`src/rtl/inv_sbox_seq.sv`:
```
// Sequential AES inverse SubBytes engine: LANES bytes of the 128-bit state per clock,
// each byte through inverse affine + composite-field GF((2^4)^2) inversion.
module inv_sbox_seq #(
    parameter int LANES = 4
) (
    input  logic         clk,
    input  logic         rst,
    input  logic         in_valid,
    output logic         in_ready,
    input  logic [127:0] in_data,
    output logic         out_valid,
    input  logic         out_ready,
    output logic [127:0] out_data,
    output logic         busy
);

    localparam int N  = 16 / LANES;
    localparam int CW = (N > 1) ? $clog2(N) : 1;
    localparam logic [CW-1:0] LAST = CW'(N - 1);
    // GF(2^4) uses x^4+x+1; the extension uses y^2+y+LAMBDA (trace of LAMBDA is 1, so irreducible).
    localparam logic [3:0] LAMBDA = 4'hC;

    typedef enum logic [1:0] {
        IDLE = 2'd0,
        BUSY = 2'd1,
        DONE = 2'd2
    } state_t;

    function automatic logic [3:0] gf16_mul(input logic [3:0] a, input logic [3:0] b);
        logic [3:0] acc;
        logic [3:0] sh;
        acc = 4'h0;
        sh  = a;
        for (int i = 0; i < 4; i++) begin
            acc = acc ^ (sh & {4{b[i]}});
            sh  = {sh[2:0], 1'b0} ^ (sh[3] ? 4'h3 : 4'h0);
        end
        return acc;
    endfunction

    // a^14 == a^-1 in GF(16), and maps 0 to 0.
    function automatic logic [3:0] gf16_inv(input logic [3:0] a);
        logic [3:0] a2;
        logic [3:0] a4;
        logic [3:0] a8;
        a2 = gf16_mul(a, a);
        a4 = gf16_mul(a2, a2);
        a8 = gf16_mul(a4, a4);
        return gf16_mul(gf16_mul(a8, a4), a2);
    endfunction

    function automatic logic [7:0] gfc_mul(input logic [7:0] p, input logic [7:0] q);
        logic [3:0] hh;
        hh = gf16_mul(p[7:4], q[7:4]);
        return {hh ^ gf16_mul(p[7:4], q[3:0]) ^ gf16_mul(p[3:0], q[7:4]),
                gf16_mul(LAMBDA, hh) ^ gf16_mul(p[3:0], q[3:0])};
    endfunction

    // (b*y + c)^-1 = (b*y + b + c) / (LAMBDA*b^2 + c*(b+c))
    function automatic logic [7:0] gfc_inv(input logic [7:0] p);
        logic [3:0] b;
        logic [3:0] c;
        logic [3:0] d_inv;
        b     = p[7:4];
        c     = p[3:0];
        d_inv = gf16_inv(gf16_mul(LAMBDA, gf16_mul(b, b)) ^ gf16_mul(c, b ^ c));
        return {gf16_mul(b, d_inv), gf16_mul(b ^ c, d_inv)};
    endfunction

    function automatic logic [7:0] iso_map(input logic [7:0] a, input logic [63:0] cols);
        logic [7:0] r;
        r = 8'h00;
        for (int i = 0; i < 8; i++) begin
            r = r ^ (cols[8*i +: 8] & {8{a[i]}});
        end
        return r;
    endfunction

    // Isomorphism columns are powers beta^0..beta^7 of the smallest root of t^8+t^4+t^3+t+1.
    function automatic logic [63:0] iso_cols();
        logic [63:0] cols;
        logic [63:0] cand;
        logic [7:0]  pw;
        logic [7:0]  acc;
        cols = 64'h0;
        for (int r = 255; r > 0; r--) begin
            pw   = 8'h01;
            acc  = 8'h00;
            cand = 64'h0;
            for (int i = 0; i < 8; i++) begin
                cand[8*i +: 8] = pw;
                acc = acc ^ ((i == 0 || i == 1 || i == 3 || i == 4) ? pw : 8'h00);
                pw  = gfc_mul(pw, 8'(r));
            end
            acc  = acc ^ pw;
            cols = (acc == 8'h00) ? cand : cols;
        end
        return cols;
    endfunction

    function automatic logic [63:0] iso_inv_cols(input logic [63:0] cols);
        logic [63:0] inv;
        inv = 64'h0;
        for (int j = 0; j < 8; j++) begin
            for (int v = 1; v < 256; v++) begin
                inv[8*j +: 8] = (iso_map(8'(v), cols) == (8'h01 << j)) ? 8'(v) : inv[8*j +: 8];
            end
        end
        return inv;
    endfunction

    localparam logic [63:0] ISO     = iso_cols();
    localparam logic [63:0] ISO_INV = iso_inv_cols(ISO);

    function automatic logic [7:0] inv_sbox(input logic [7:0] s);
        logic [7:0] t;
        t = {s[6:0], s[7]} ^ {s[4:0], s[7:5]} ^ {s[1:0], s[7:2]} ^ 8'h05;
        return iso_map(gfc_inv(iso_map(t, ISO)), ISO_INV);
    endfunction

    state_t          state_r;
    state_t          state_s;
    logic [CW-1:0]   cnt_r;
    logic [127:0]    work_r;
    logic [127:0]    work_s;
    logic [127:0]    out_data_r;
    logic            in_ready_r;
    logic            out_valid_r;
    logic            busy_r;

    // Substitute the lane group selected by the counter; other bytes pass through.
    always_comb begin
        work_s = work_r;
        for (int l = 0; l < LANES; l++) begin
            work_s[(int'(cnt_r) * LANES + l) * 8 +: 8] =
                inv_sbox(work_r[(int'(cnt_r) * LANES + l) * 8 +: 8]);
        end
    end

    // Next-state logic.
    always_comb begin
        state_s = state_r;
        case (state_r)
            IDLE: begin
                if (in_valid && in_ready_r) begin
                    state_s = BUSY;
                end else begin
                    state_s = IDLE;
                end
            end
            BUSY: begin
                if (cnt_r == LAST) begin
                    state_s = DONE;
                end else begin
                    state_s = BUSY;
                end
            end
            DONE: begin
                if (out_ready) begin
                    state_s = IDLE;
                end else begin
                    state_s = DONE;
                end
            end
            default: state_s = IDLE;
        endcase
    end

    // State register and handshake outputs, registered from the next state.
    always_ff @(posedge clk) begin
        if (rst) begin
            state_r     <= IDLE;
            in_ready_r  <= 1'b1;
            out_valid_r <= 1'b0;
            busy_r      <= 1'b0;
        end else begin
            state_r     <= state_s;
            in_ready_r  <= (state_s == IDLE);
            out_valid_r <= (state_s == DONE);
            busy_r      <= (state_s != IDLE);
        end
    end

    // Work register, byte counter and result register.
    always_ff @(posedge clk) begin
        if (rst) begin
            work_r     <= 128'h0;
            cnt_r      <= {CW{1'b0}};
            out_data_r <= 128'h0;
        end else begin
            case (state_r)
                IDLE: begin
                    if (in_valid && in_ready_r) begin
                        work_r <= in_data;
                        cnt_r  <= {CW{1'b0}};
                    end
                end
                BUSY: begin
                    work_r <= work_s;
                    cnt_r  <= (cnt_r == LAST) ? {CW{1'b0}} : cnt_r + CW'(1);
                    if (cnt_r == LAST) begin
                        out_data_r <= work_s;
                    end
                end
                DONE: begin
                end
                default: begin
                end
            endcase
        end
    end

    assign in_ready  = in_ready_r;
    assign out_valid = out_valid_r;
    assign out_data  = out_data_r;
    assign busy      = busy_r;

endmodule

```
`config.mk`:
```
export PLATFORM = sky130hd
export DESIGN_NAME = inv_sbox_seq
export DESIGN_NICKNAME = d
export VERILOG_FILES = /design/src/rtl/inv_sbox_seq.sv
export SDC_FILE = /design/constraint.sdc
export NUM_CORES = 1
export LEC_CHECK = 0
export ABC_AREA = 1
export CORE_MARGIN = 10
export CORE_UTILIZATION = 55
export CTS_BUF_LIST = sky130_fd_sc_hd__clkbuf_4
export DETAILED_ROUTE_END_ITERATION = 8
export GPL_ROUTABILITY_DRIVEN = 1
export PLACE_DENSITY_LB_ADDON = 0.25
export SLEW_MARGIN = 20
export SYNTH_ARGS = -nofsm -noshare
export SYNTH_HDL_FRONTEND = slang
export SYNTH_SLANG_ARGS = --single-unit
```
`constraint.sdc`:
```
create_clock -name clk -period 8 [get_ports clk]
set_input_delay 2 -clock clk [delete_from_list [all_inputs] [get_ports clk]]
set_output_delay 2 -clock clk [all_outputs]
set_load 0.005 [all_outputs]
```
==> results.toml <==
[floorplan]
ios = 263
fp.dieArea_mm2 = 0.05328
rows = 77
initial_core_util = 0.5540
coreArea_mm2 = 0.04412
die_height_um = 230.8
die_w_um = 230.8

[hold_path]
hp-start = "out_data[127]$_SDFFE_PP0P_"
hold_class = "reg -> reg"
holdPathStages = 2
hold_end = "out_data[127]$_SDFFE_PP0P_"

[layout]
layout_common_cells = "nand2_1, inv_1, nand3_1"
final_layout_size_suffix_gt1_frac = 0.2096
design_area_mm2 = 0.03203
syn_to_final_growth_pct = 31.03
nFillCells = 3710
seqCellArea_mm2 = 0.005270
stdcell_count = 5322
finish.net_count = 4856
multi_input_area_mm2 = 0.01840
final_util = 0.7260
layout.cells.most_common = "nand2_1"

[critical_path]
slowest_delay_ns = 0.40
r2r-start = "cnt_r[0]$_SDFFE_PP0P_"
path_class = "reg -> reg"
cp_max_fo = 11
worst-r2r-cell-count = 65
timing.rr.end = "out_data[80]$_SDFFE_PP0P_"
critPathMostFrequentCell = "nand2_2"
required_ns = 8.70
arrival_ns = 8.38
slowest_stage = "dfxtp_4"
start_kind = "flip-flop"
reg2reg_setup_slack_ns = 0.32
end_kind = "flip-flop"

[clock_tree]
cts.path.max_buffers = 3
hold_buffers = 0
clock_latency_ns = 0.84
cts_tree = "yes"
cts_root_buffer = "clkbuf_4"
clk_pin_slew_ns = 0.07
cts_buffers = 75
clkSinkCount = 263
cts.htree.levels = 3

[timing]
tightest_slew_ns = 1.094
rsz0062_at_grt = "true"
slew-limit-headroom = 0.2697
period_share = 0.9599
period_needed_ns = 7.679
finalHoldViolCount = 0
tns_ns = 0
slew_violations = 0
fin_skew_ns = 0.04552
final-setup-viol-count = 0
fmax_mhz = 130.2

[routing]
finalWirelength_um = 95120
drt-initial-drc-count = 3398
dr.max_layer_used = "met5"
wl_met1_um = 38490
vias = 30220
met2WireLength_um = 41270
ant_nets = 0
firstDrtPassIters = 8
wl_per_cell_um = 17.87
met3_length_um = 11320
viasPerCell = 5.678
drc_errors = 0

[yosys]
syn_inst = 4274
synth_fp_nets = 4460
async_flop_share = 0
yosysWarningCount = 0
synth_cell_types = 46
ys_ff_latch = 263
dominantRegCellSynth = "dfxtp_1"
synth-edff-count = 0
seq_area_frac_synth = 0.2154
synth_area_per_cell_um2 = 5.720
syn_area_mm2 = 0.02445

[placed_design]
gp_congestion = 1.032
dp_hpwl_um = 65920
placed_cells = 5079
post_dp_cell_area_mm2 = 0.02793
io_buffers = 262

[grt]
antenna_found_initial = 4
grt_pass1_wl_um = 135200
grt_pass1_vias = 25560
grt_start_max_net_pins = 110
grtUsageTotal = 0.3090
overflow = 0

[job]
drv_cap = 0

[outcome]
status = "complete, no violations"
per-stage QoR:
step	worst slack, ns	hold WS (ns)
5_1_grt	-0.2407	0.4893
2_1_floorplan	1.069	0.4618
4_1_cts	0.01113	0.4669
3_5_place_dp	0.03622	0.4573
3_3_place_gp	0.1288	0.4516
6_report	0.3209	0.4666
what timing repair did:
item | 4_1_cts | 5_1_grt
endpoints found under the hold margin | 0 | 0
setup endpoints to repair | 1 | 256
pin swaps | 0 | 169
buffers inserted | 0 | 90
cloned | 0 | 15
gates resized for setup | 1 | 541
cell usage after synthesis (3+ instances only):
| cell | instances | area [um2] |
|---|---|---|
| nand2_2 | 127 | 794.5 |
| o21ai_1 | 37 | 185.2 |
| clkbuf_1 | 86 | 322.8 |
| a21oi_1 | 154 | 770.7 |
| xor2_1 | 54 | 473.0 |
| inv_2 | 29 | 108.9 |
| buf_6 | 13 | 146.4 |
| ha_1 | 54 | 675.7 |
| or2_2 | 6 | 37.54 |
| a22o_1 | 45 | 394.1 |
| nand3_2 | 20 | 200.2 |
| buf_1 | 19 | 71.32 |
| o21ai_0 | 181 | 905.9 |
| dfxtp_1 | 263 | 5265 |
| nand4_1 | 47 | 294.0 |
| nand2_1 | 1556 | 5841 |
| a31oi_1 | 18 | 112.6 |
| nand3_1 | 552 | 2763 |
| buf_2 | 24 | 120.1 |
| o22ai_2 | 3 | 37.54 |
| clkinv_1 | 5 | 18.77 |
| nand3b_1 | 30 | 225.2 |
| o22ai_1 | 26 | 162.7 |
| xor2_2 | 4 | 65.06 |
| xnor2_1 | 24 | 210.2 |
| buf_4 | 8 | 60.06 |
| or2_1 | 3 | 18.77 |
| nor2_2 | 9 | 56.30 |
| xnor2_2 | 5 | 81.33 |
| inv_1 | 521 | 1956 |
| nand2_4 | 17 | 191.4 |
| o21bai_1 | 108 | 810.8 |
| nor2_1 | 185 | 694.4 |
| o21ai_2 | 3 | 26.28 |
| a22oi_1 | 20 | 150.1 |
| nor3_1 | 3 | 15.01 |
| buf_8 | 3 | 45.04 |
worst max-delay path by stage:
| stage | from | endpoint | slack [ns] | depth (start not counted) |
|---|---|---|---|---|
| final | cnt_r[0]$_SDFFE_PP0P_ | out_data[80]$_SDFFE_PP0P_ | 0.32 | 65 |
| after global routing | cnt_r[0]$_SDFFE_PP0P_ | out_data[48]$_SDFFE_PP0P_ | -0.24 | 67 |
| after CTS | cnt_r[0]$_SDFFE_PP0P_ | work_r[83]$_SDFFE_PP0P_ | 0.01 | 60 |
| after detailed placement | cnt_r[0]$_SDFFE_PP0P_ | work_r[18]$_SDFFE_PP0P_ | 0.04 | 61 |
| after global placement | cnt_r[0]$_SDFFE_PP0P_ | work_r[18]$_SDFFE_PP0P_ | 0.13 | 59 |
| after floorplan | cnt_r[0]$_SDFFE_PP0P_ | out_data[81]$_SDFFE_PP0P_ | 1.07 | 65 |
layout make-up:
class,instances,area share
antenna,3,0.0002344
clock buffer,116,0.02719
clock inverter,18,0.003476
inverter,558,0.06699
multi-input combinational,3305,0.5743
sequential,263,0.1645
tap,592,0.02312
timing repair buffer,464,0.1390
timing repair inverter,3,0.001211
critical path: cells and delay by family, from the launching register on:
kind            cells  cell delay [ns]
flops               1             0.40
fa+ha+maj           3             0.70
simple gates       47             4.32
buf+inv            10             1.01
xor+xnor            4             0.94
compound gates      1             0.13
per-layer routing:
metal  track usage  vias to the layer above
met5             0                        -
met4        0.1209                        2
met3       0.08143                      293
met2        0.4705                     1714
met1        0.4089                    13680
li1              -                    14520
sequential cells by signal, summed over array words and instances, names as in the netlist:
register	count
busy	1
cnt_r	2
in_ready	1
out_data	128
out_valid	1
state_r	2
work_r	128
cell families after synthesis:
family / Yosys count / share of synthesized area
fa+ha+maj: 54 / 0.02764
compound gates: 599 / 0.1467
flops: 263 / 0.2154
buf+inv: 711 / 0.1175
simple gates: 2558 / 0.4566
xor+xnor: 89 / 0.03618
Power is not shown: default switching activity piles up to over one toggle a cycle in this logic, so the estimate is an artifact.
